[config.mk]
export PLATFORM = sky130hd
export DESIGN_NAME = fetch_sequencer
export DESIGN_NICKNAME = d
export VERILOG_FILES = /design/src/rtl/fetch_sequencer.sv
export SDC_FILE = /design/constraint.sdc
export NUM_CORES = 1
export LEC_CHECK = 0
export CORE_ASPECT_RATIO = 1.5
export CORE_MARGIN = 2
export CORE_UTILIZATION = 40
export CTS_BUF_LIST = sky130_fd_sc_hd__clkbuf_4 sky130_fd_sc_hd__clkbuf_8
export DETAILED_ROUTE_END_ITERATION = 12
export PLACE_DENSITY = 0.82
export SYNTH_ARGS = -nofsm -noshare
export SYNTH_HDL_FRONTEND = slang
export SYNTH_SLANG_ARGS = --single-unit
[constraint.sdc]
create_clock -name clk -period 2.1 [get_ports clk]
set_clock_uncertainty 0.15 [all_clocks]
set_input_delay 0.315 -clock clk [delete_from_list [all_inputs] [get_ports clk]]
set_output_delay 0.315 -clock clk [all_outputs]
set_load 0.02 [all_outputs]
[src/rtl/fetch_sequencer.sv]
// fetch_sequencer: instruction-fetch control between the PC register,
// instruction memory and the decoder.
//
// Ports:
//   clk, reset          clock; asynchronous active-high reset
//   pc_in               current PC from the PC register
//   next_pc, pc_change  PC load value / load enable (combinational)
//   imem_req/imem_addr  instruction-memory read request and address
//   imem_ack/imem_rdata memory read-data valid and data
//   ir_valid/ir_data/ir_pc  latched instruction presented to decode
//   ir_ready            decode consumes ir_data this cycle
//   redirect/redirect_target  taken branch or jump from decode
//   halt                decode executed HALT
//   halted              sticky halted status
module fetch_sequencer #(
    parameter int ADDR_W = 16,
    parameter int DATA_W = 16
) (
    input  logic              clk,
    input  logic              reset,
    input  logic [ADDR_W-1:0] pc_in,
    output logic [ADDR_W-1:0] next_pc,
    output logic              pc_change,
    output logic              imem_req,
    output logic [ADDR_W-1:0] imem_addr,
    input  logic              imem_ack,
    input  logic [DATA_W-1:0] imem_rdata,
    output logic              ir_valid,
    output logic [DATA_W-1:0] ir_data,
    output logic [ADDR_W-1:0] ir_pc,
    input  logic              ir_ready,
    input  logic              redirect,
    input  logic [ADDR_W-1:0] redirect_target,
    input  logic              halt,
    output logic              halted
);

    typedef enum logic [2:0] {
        ST_START,
        ST_FETCH,
        ST_HOLD,
        ST_DRAIN,
        ST_HALTED
    } state_t;

    state_t            r_state;
    logic              r_imem_req;
    logic              r_ir_valid;
    logic [DATA_W-1:0] r_ir_data;
    logic [ADDR_W-1:0] r_ir_pc;
    logic              r_halted;

    logic              w_pc_change;
    logic [ADDR_W-1:0] w_next_pc;
    logic              w_halt_now;

    // halt is only honoured once the sequencer has left START
    assign w_halt_now = halt && (r_state != ST_START);

    // PC update: halt suppresses everything, redirect beats sequential advance
    always_comb begin
        w_pc_change = 1'b0;
        w_next_pc   = '0;
        if (!w_halt_now) begin
            case (r_state)
                ST_FETCH, ST_DRAIN: begin
                    if (redirect) begin
                        w_pc_change = 1'b1;
                        w_next_pc   = redirect_target;
                    end
                end
                ST_HOLD: begin
                    if (redirect) begin
                        w_pc_change = 1'b1;
                        w_next_pc   = redirect_target;
                    end else if (ir_ready) begin
                        w_pc_change = 1'b1;
                        w_next_pc   = pc_in + {{(ADDR_W-1){1'b0}}, 1'b1};
                    end
                end
                default: ;
            endcase
        end
    end

    always_ff @(posedge clk or posedge reset) begin
        if (reset) begin
            r_state    <= ST_START;
            r_imem_req <= 1'b0;
            r_ir_valid <= 1'b0;
            r_ir_data  <= '0;
            r_ir_pc    <= '0;
            r_halted   <= 1'b0;
        end else if (w_halt_now) begin
            r_state    <= ST_HALTED;
            r_halted   <= 1'b1;
            r_imem_req <= 1'b0;
            r_ir_valid <= 1'b0;
        end else begin
            case (r_state)
                ST_START: begin
                    r_state    <= ST_FETCH;
                    r_imem_req <= 1'b1;
                end
                ST_FETCH: begin
                    if (redirect) begin
                        r_ir_valid <= 1'b0;
                        // an ack arriving with the redirect is dropped; without
                        // one the request is still in flight and must be drained
                        if (!imem_ack) begin
                            r_state    <= ST_DRAIN;
                            r_imem_req <= 1'b0;
                        end
                    end else if (imem_ack) begin
                        r_ir_data  <= imem_rdata;
                        r_ir_pc    <= pc_in;
                        r_ir_valid <= 1'b1;
                        r_imem_req <= 1'b0;
                        r_state    <= ST_HOLD;
                    end
                end
                ST_HOLD: begin
                    if (redirect || ir_ready) begin
                        r_ir_valid <= 1'b0;
                        r_imem_req <= 1'b1;
                        r_state    <= ST_FETCH;
                    end
                end
                ST_DRAIN: begin
                    // stale data is discarded; PC may have been redirected again
                    if (imem_ack) begin
                        r_imem_req <= 1'b1;
                        r_state    <= ST_FETCH;
                    end
                end
                ST_HALTED: ;
                default: r_state <= ST_START;
            endcase
        end
    end

    assign next_pc   = w_next_pc;
    assign pc_change = w_pc_change;
    assign imem_req  = r_imem_req;
    assign imem_addr = pc_in;
    assign ir_valid  = r_ir_valid;
    assign ir_data   = r_ir_data;
    assign ir_pc     = r_ir_pc;
    assign halted    = r_halted;

endmodule
Word level (Yosys, flattened, before mapping)

Cells that the tools add are included.

Register bits after elaboration: 38
Logic and storage cells: 57
Output and inout bits: 68
Bits of input ports: 54

Muxes and demuxes: 28
Bitwise gates (word level): 2
Equality and inequality tests: 9
$add $sub $neg: 1
Reduce and logical (&&, ||, !) cells: 11

Operators by type and width:

| kind                                                                   | number |
|---|---|
| 16-bit 2-to-1 mux                                                      | 4 |
| 16-bit one-hot mux with 2 select lines                                 | 1 |
| 3-bit 2-to-1 mux                                                       | 6 |
| 16-bit by 1-bit adder with 16-bit output (second input constant)       | 1 |
| 3-bit one-hot mux with 5 select lines                                  | 1 |
| 1-bit 2-to-1 mux                                                       | 13 |
| 5-bit AND reduction                                                    | 2 |
| 4-bit inequality test (second input constant)                          | 2 |
| 3-bit by 2-bit equality test with 1-bit output (second input constant) | 2 |
| 3-bit inequality test (second input constant)                          | 2 |
| 3-bit nonzero test                                                     | 2 |
| 5-bit nonzero test                                                     | 1 |
| 1-bit one-hot mux with 2 select lines                                  | 2 |
| 1-bit one-hot mux with 4 select lines                                  | 1 |
| 4-bit AND reduction                                                    | 1 |
| 3-bit by 1-bit equality test with 1-bit output (second input constant) | 1 |
| 3-bit equality test (second input constant)                            | 1 |
| 3-bit zero test                                                        | 1 |
| 3-bit AND reduction                                                    | 1 |
| 2-bit inequality test (second input constant)                          | 1 |
| 1-bit inverter                                                         | 2 |
| 2-bit OR reduction                                                     | 1 |
| 1-bit logical AND                                                      | 1 |
| 1-bit logical OR                                                       | 1 |

Depth between registers and ports, before layout

Gate-level depths: netlist (run 1).

Depth after elaboration: 5
Depth in mapped cells: 6
Depth with buffers taken out: 5

Worst setup path before layout (run 1)

Ideal clock, no wire load.

Path kind: flip-flop to output port
Start point: register r_state[0]
End point: output port next_pc[13]
Arrival time: 1759 ps
Slack: -124 ps
Cell stages (with the launch flop): 6
Required time: 1635 ps
Path buffers: 1
Cell sequence: dfrtp_1 or2_1 clkbuf_1 o21ai_0 o21ai_0 a211oi_1

Longest elaborated chain between the ends: 4
Elaborated cells on any way between the ends: 8
Classes of those cells: 3 x eq/ne; 2 x mux; 3 x reduce/logical

RTL lines:

| item                                                                                                             | RTL line | text |
|---|---|---|
| start, declared                                                                                                  | 46       | `state_t r_state;` |
| start signal, assigned                                                                                           | 88       | `r_state <= ST_START;` |
| start signal, assigned                                                                                           | 95       | `r_state <= ST_HALTED;` |
| start signal, assigned                                                                                           | 102      | `r_state <= ST_FETCH;` |
| 3-bit by 2-bit equality test with 1-bit output or 3-bit by 1-bit equality test with 1-bit output (tied branches) | 65       | `case (r_state)` |
| 2-bit OR reduction                                                                                               | 65       |  |
| 16-bit one-hot mux with 2 select lines                                                                           | 65       |  |
| 16-bit 2-to-1 mux *                                                                                              | 64       | `if (!w_halt_now) begin` |
| end, declared                                                                                                    | 22       | `output logic [ADDR_W-1:0] next_pc,` |

Mark *: on every way between the ends. The rest lies on a longest branch, timed or not.

Worst setup path in the final report (run 1)

Start point: register r_state[0]
End point: output port next_pc[4]

Same word-level chain as after synthesis.

==> summary.md, run 1 <==
| Metric | Value |
|---|---|
| Status | finished, violations left |
| Failing checks | setup timing |
| H-tree levels | 2 |
| Fin. max-slew vios | 0 |
| P per Cell Area | 1050 nW/µm² |
| Max-Cap Viols | 0 |
| Largest stage delay, worst path | 0.43 ns |
| Hold WC Path Type | in2async |
| Final Worst Setup Slack | -0.151 ns |
| CP endpoint kind | primary output |
| Final setup TNS | -1.26 ns |
| Final period util | 107% |
| P_leak | 1.79 nW |
| Most frequent CP cell | buf_6 |
| CTS tree | done |
| DRC Markers | 0 |
| EDFF count, synth | 0 |
| Clk slew on worst S/H paths | 0.08 ns |
| Tmin final | 2.25 ns |
| DRT Pass-1 Iters | 4 |
| Die Footprint | 6320 µm² |
| Crit path from | r_state[0]$_DFFE_PP0P_ |
| Worst rel slew slack | 67.5% |
| Worst-Margin Slew | 0.486 ns |
| CTS Buf Count | 5 |
| Post-Synthesis Cell Area | 2280 µm² |
| First-pass GRT wire length | 13,000 µm |
| RePlAce Congestion | 0.827 |
| Final wirelength | 8660 µm |
| Filler cells | 345 |
| Detailed placement HPWL | about 5800 µm |
| # IOs | 122 |
| Slowest library cell on the worst path | dfrtp_1 |
| Rows | 33 |
| Core Area | roughly 5500 µm² |
| Synth-to-layout area growth | 85.8% |
| Starting Density | 41.4% |
| Max Freq | 444 MHz |
| Die Span X | 65.6 µm |
| WP buf/inv | 3 |
| Routed Antenna Nets | 0 |
| Clock tree sinks | 38 |
| I/O Buffers | 121 |
| Register area share after synthesis | 41.8% |
| Number of DRC markers in iteration 0 | 101 |
| FF+latch count, synth | 38 |
| Post-synth top cells | dfrtp_1, mux2_2, buf_4, nand2_1, nor2_1 |
| Mapped Avg Cell Area | 9.85 µm² |
| VDD IR max | 838 µV |
| Mapped Nets | between 200 and 300 |
| Worst EP required | 1.63 ns |
| Synth Instances | between 200 and 250 |
| RSZ-0062 raised after global routing | yes |
| Ys flop type | dfrtp_1 |
| Vias in the first global route | about 2,600 |
| Vias per std cell | between 5 and 6 |
| Cell family with most CP delay | simple AND/OR/NAND/NOR gates |
| Layout cells sized above 1 | between 40% and 50% |
| Total power | 4.42 mW |
| Final Setup Violations | 15 |
| Via Count | 2,450 |
| CP cell instances | nand3b_1 -> nor3_2 -> buf_6 -> buf_6 -> a22oi_2 -> nor2_1 -> buf_4 |
| GRT Resource Usage Total | between 20 and 30% |
| Startpoint types | flop |
| Root Buffer | clkbuf_8 |
| Yosys warns | 0 |
| Nets@finish | 449 |
| Average routed wire per standard cell | 18.6 µm |
| Post-synth top area share | 41.8% |
| R2r startpoint | r_state[2]$_DFFE_PP0P_ |
| Top post-synthesis cells by area | dfrtp_1, mux2_2, buf_4 |
| Hold Fails Final Rpt | 0 |
| Area leader, netlist | dfrtp_1 |
| FFs w/ async S/R, synth | 100% |
| Crit path arrival time | 1.79 ns |
| Grt ovf | 0 |
| Longest Clk Path Bufs | 2 |
| Maximum number of pins on one net before global-route repair | 29 |
| Top-count cell post-synth | dfrtp_1 |
| Synth unique cells | 36 |
| Die H | 96.4 µm |
| Clk_lat worst skew | between 0.3 and 0.4 ns |
| Crit path kind | reg2out |
| Antenna diodes | 0 |
| Initial antenna violation count | 0 |
| Crit-path max FO | 7 |
[per-layer routing]
layer,share of wire [%],track usage [%],up-vias
met5,0,0,-
met4,2.7,13.2,0
met3,7.8,9.50,20
met2,55,50.9,105
met1,34,28.0,1189
li1,-,-,1136
[where the power goes]
group | leakage, nW | total [mW] | switching, mW | internal, mW
registers | 0.465 | 1.29 | 0.215 | 1.08
logic | 1.28 | 2.59 | 1.24 | 1.35
clock network | 0.0472 | 0.542 | 0.278 | 0.264
total | 1.79 | 4.42 | 1.73 | 2.69
[logic make-up (layout without fill, tap and decap cells)]
kind of cell / Yosys count / after routing / synth area share [%]
xor+xnor: 7 / 7 / 2.69
fa+ha+maj: 1 / 1 / 0.550
mux: 35 / 35 / 17.2
simple gates: 75 / 76 / 17.3
buf+inv: 34 / 197 / 9.40
compound gates: 41 / 41 / 11.2
flops: 38 / 38 / 41.8
[worst reg2reg max path, cell delays in order (launching register included)]
cell and delay, ns:
dfrtp_1 0.40, or3_4 0.40, buf_6 0.15, nor3_4 0.23, buf_4 0.25, mux2_2 0.36
[cell type report]
cell class	count	area [µm²]	share of cell area [%]
Tap cell	70	87.6	2.07
Timing Repair Buffer	184	1680	39.7
Clock buffer	6	82.6	1.95
Inverter	5	18.8	0.444
Multi-Input combinational cell	160	1400	33.1
Sequential cell	38	951	22.5
Clock inverter	2	12.5	0.296
[flip-flops by register name (all words and copies together) (netlist names)]
name / cells
halted: 1
imem_req: 1
ir_data: 16
ir_pc: 16
ir_valid: 1
r_state: 3
[final timing paths]
check | end | slack (ns) | depth (start not counted)
min | ir_pc[14]$_DFFE_PP0P_ | 0.20 | 2
max in group asynchronous | ir_data[9]$_DFFE_PP0P_ | 1.08 | 3
max reg2reg | ir_data[13]$_DFFE_PP0P_ | 0.05 | 5
min in group clk | ir_pc[0]$_DFFE_PP0P_ | 0.23 | 2
min reg2reg | halted$_DFFE_PP0P_ | 0.33 | 1
max | next_pc[4] | -0.15 | 7
[stage by stage]
stage               hold slack, ns  area [µm²]  instances  setup WS [ns]  util, %
CTS                          0.190        4070        464        -0.0909     74.2
floorplan                    0.317        2290        231        -0.0512        -
detailed placement           0.308        3810        446         -0.827     69.4
global placement             0.302        3810        446         -0.795     69.4
finish                       0.198        4230        465         -0.151     77.0
global route                 0.230        4230        465         -0.202     77.0
[cells in the final DEF (no fill, tap or decap), types with 2 or more instances in the layout]
master and count:
xnor2_1 6, nor3_1 5, nand2_4 4, clkbuf_8 6
o21a_1 5, nand3_2 4, a22oi_2 2, clkbuf_2 6
nand3_1 5, nor2b_1 3, mux2i_1 3, or2_4 2
nor2_1 11, nor2_2 3, buf_4 63, buf_12 2
nand2b_1 3, buf_6 14, nor4_1 2, o21ai_1 5
dlygate4sd2_1 8, clkdlybuf4s50_1 87, a21oi_2 4, nor3_2 5
nor4_4 4, inv_1 5, dfrtp_1 38, and3_4 2
or3_4 2, o31a_1 2, a211oi_1 2, nand2_1 11
o21ai_2 4, a211oi_2 2, a21oi_1 6, a22oi_1 2
nand4_1 3, o22ai_1 2, buf_2 2, mux2_2 32
[what timing repair did]
| action | CTS | global route |
|---|---|---|
| setup buffers | 9 | 2 |
| setup endpoints to repair | 17 | 17 |
| resized for setup | 155 | 51 |
| pin swaps | 9 | 16 |
| hold buffers | 0 | 0 |
| cloned | 1 | 0 |
No activity file was read; power rests on OpenSTA's default activity.
==> inputs of run 2 (changes only) <==
--- a/config.mk
+++ b/config.mk
@@ -11,6 +11,7 @@
 export CTS_BUF_LIST = sky130_fd_sc_hd__clkbuf_4 sky130_fd_sc_hd__clkbuf_8
 export DETAILED_ROUTE_END_ITERATION = 12
 export PLACE_DENSITY = 0.82
+export SKIP_CTS_REPAIR_TIMING = 1
 export SYNTH_ARGS = -nofsm -noshare
 export SYNTH_HDL_FRONTEND = slang
 export SYNTH_SLANG_ARGS = --single-unit
==> summary.md, run 2 (synthesis results as in run 1) <==
| Metric | Value |
|---|---|
| Largest stage delay, worst path | 0.28 ns (-0.15 ns) |
| Comb power frac | 57.7% (-0.8 points) |
| FF-to-FF setup slack | 0.06 ns (about the same) |
| Status | finished, violations left |
| Die Span X | 65.6 µm (unchanged) |
| RSZ-0062 raised after global routing | yes |
| Synth-to-layout area growth | 84.8% |
| Rows | 33 (unchanged) |
| Initial antenna violation count | 0 (unchanged) |
| Crit path kind | in2out |
| Average routed wire per standard cell | 18.3 µm (-1.5%) |
| CTS tree | done |
| Final instance area | 4210 µm² (-0.50%) |
| I/O Buffers | 121 (unchanged) |
| DRC Markers | 0 (unchanged) |
| Crit-path max FO | 4 (-3) |
| Switching power total | 1.69 mW (-2.3%) |
| Worst-Margin Slew | 0.495 ns (+0.00918 ns) |
| Clk_lat worst skew | 0.30 ns (about the same) |
| Post-route non-filler standard cell count | 461 (-0.86%) |
| P_leak | 1.88 nW (+4.6%) |
| Starting Density | 41.4% (unchanged) |
| Die H | 96.4 µm (unchanged) |
| First-pass GRT wire length | 12,100 µm (-7.4%) |
| Most frequent cells in the layout | clkdlybuf4s50_1, buf_4, dfrtp_1 |
| H-tree levels | 2 (unchanged) |
| Max Freq | 448 MHz (+0.73%) |
| Clock tree sinks | 38 (unchanged) |
| Clk slew on worst S/H paths | 0.08 ns (about the same) |
| Layout cells sized above 1 | 40.8% (-3.8 points) |
| Internal | 2.64 mW (-1.9%) |
| Net Sw Frac | 39.0% (-0.093 points) |
| Hold WC Path Type | in2async |
| Placed cell count | 446 (unchanged) |
| Maximum number of pins on one net before global-route repair | 29 (unchanged) |
| # IOs | 122 (unchanged) |
| Startpoint types | input pin |
| Grt ovf | 0 (unchanged) |
| Final setup TNS | -0.887 ns (+0.374 ns) |
| Core Area | 5490 µm² (unchanged) |
| Worst rel slew slack | 66.9% (-0.61 points) |
| DRT Pass-1 Iters | 4 (unchanged) |
| Nets@finish | 444 (-1.1%) |
| CP cell instances | clkbuf_2 -> ha_2 -> nand3_2 -> buf_4 -> nor4_1 -> o21ai_0 -> a21oi_1 -> buf_4 |
| Final Setup Violations | 15 (unchanged) |
| Clock Power Share | 12.5% (+0.3 points) |
| Crit path arrival time | 1.77 ns (-0.02 ns) |
| Post-DP Area | 3810 µm² (unchanged) |
| Fin. max-slew vios | 0 (unchanged) |
| P per Cell Area | 1030 nW/µm² (-1.6%) |
| GRT Resource Usage Total | 25.6% (-2.3 points) |
| Slowest library cell on the worst path | nor4_1 |
| Most frequent CP cell | buf_4 |
| RePlAce Congestion | 0.827 (unchanged) |
| Worst EP required | 1.63 ns (about the same) |
| Via Count | 2,439 (-0.45%) |
| Die Footprint | 6320 µm² (unchanged) |
| Sequential Power Share | 29.9% (+0.6 points) |
| Number of DRC markers in iteration 0 | 84 (-17%) |
| Worst hold slack | 0.185 ns (-0.0130 ns) |
| Finished Core Util | 76.6% (-0.39 points) |
| Hold Fails Final Rpt | 0 (unchanged) |
| Post-place setup slack | -0.827 ns (unchanged) |
| Routed Antenna Nets | 0 (unchanged) |
| Vias in the first global route | 2,460 (-6.4%) |
| Longest Clk Path Bufs | 2 (unchanged) |
| Root Buffer | clkbuf_8 |
| Commonest non-fill, non-tap cell in the layout | clkdlybuf4s50_1 |
| Failing checks | setup timing |
| Vias per std cell | 5.29 (+0.41%) |
| Final period util | 106% (-0.77 points) |
| CP endpoint kind | primary output |
| Final wirelength | 8450 µm (-2.4%) |
| Tmin final | 2.23 ns (-0.0162 ns) |
| Final Worst Setup Slack | -0.134 ns (+0.0162 ns) |
| VDD IR max | 818 µV (-2.4%) |
| CTS Buf Count | 5 (unchanged) |
| Total power | 4.33 mW (-2.1%) |
| Detailed placement HPWL | 5820 µm (unchanged) |
| Max-Cap Viols | 0 (unchanged) |
run 2: changes by cell type in the layout (fill, tap and decap cells not counted), sizes merged:
| cell | change |
|---|---|
| diode | +1 |
| dlygate4sd2 | -8 |
| dlymetal6s2s | +15 |
| clkdlybuf4s15 | -1 |
| clkbuf | -4 |
| buf | -7 |
run 2: final timing paths:
check / start / to / cells past startpoint
min reg2reg: halted$_DFFE_PP0P_ / halted$_DFFE_PP0P_ / 1
min: reset / ir_pc[14]$_DFFE_PP0P_ / 2
max in group asynchronous: reset / ir_data[7]$_DFFE_PP0P_ / 3
max: pc_in[0] / next_pc[10] / 8
min in group clk: pc_in[0] / ir_pc[0]$_DFFE_PP0P_ / 2
max reg2reg: r_state[2]$_DFFE_PP0P_ / ir_data[13]$_DFFE_PP0P_ / 5
run 2: power groups by stage:
stage          clock network (mW)  registers (mW)  logic (mW)
2_1_floorplan                   0            1.67       0.747
3_3_place_gp                    0            1.25        2.29
3_5_place_dp                    0            1.29        2.32
4_1_cts                     0.551            1.29        2.35
5_1_grt                     0.584            1.33        2.64
6_report                    0.540            1.29        2.50
run 2: worst max-delay path, delay by kind of cell:
kind	cells	cell delay, ns
AO/OA/AOI/OAI	2	0.28
adder cells (fa/ha/maj)	1	0.23
buffers and inverters	3	0.50
AND/OR/NAND/NOR	2	0.44
run 2: cell type report:
class | count | area [µm²]
antenna | 1 | 2.50
clock buffer | 6 | 82.6
clock inverter | 2 | 12.5
fill | 343 | 1280
inverter | 5 | 18.8
multi-input combinational | 160 | 1360
sequential | 38 | 951
tap | 70 | 87.6
timing repair buffer | 179 | 1700
run 2: routing by layer:
layer / wire (µm) / global-route usage, %
met5: 0 / 0
met3: 620 / 7.18
met1: 2950 / 26.9
met2: 4700 / 46.9
met4: 187 / 11.5
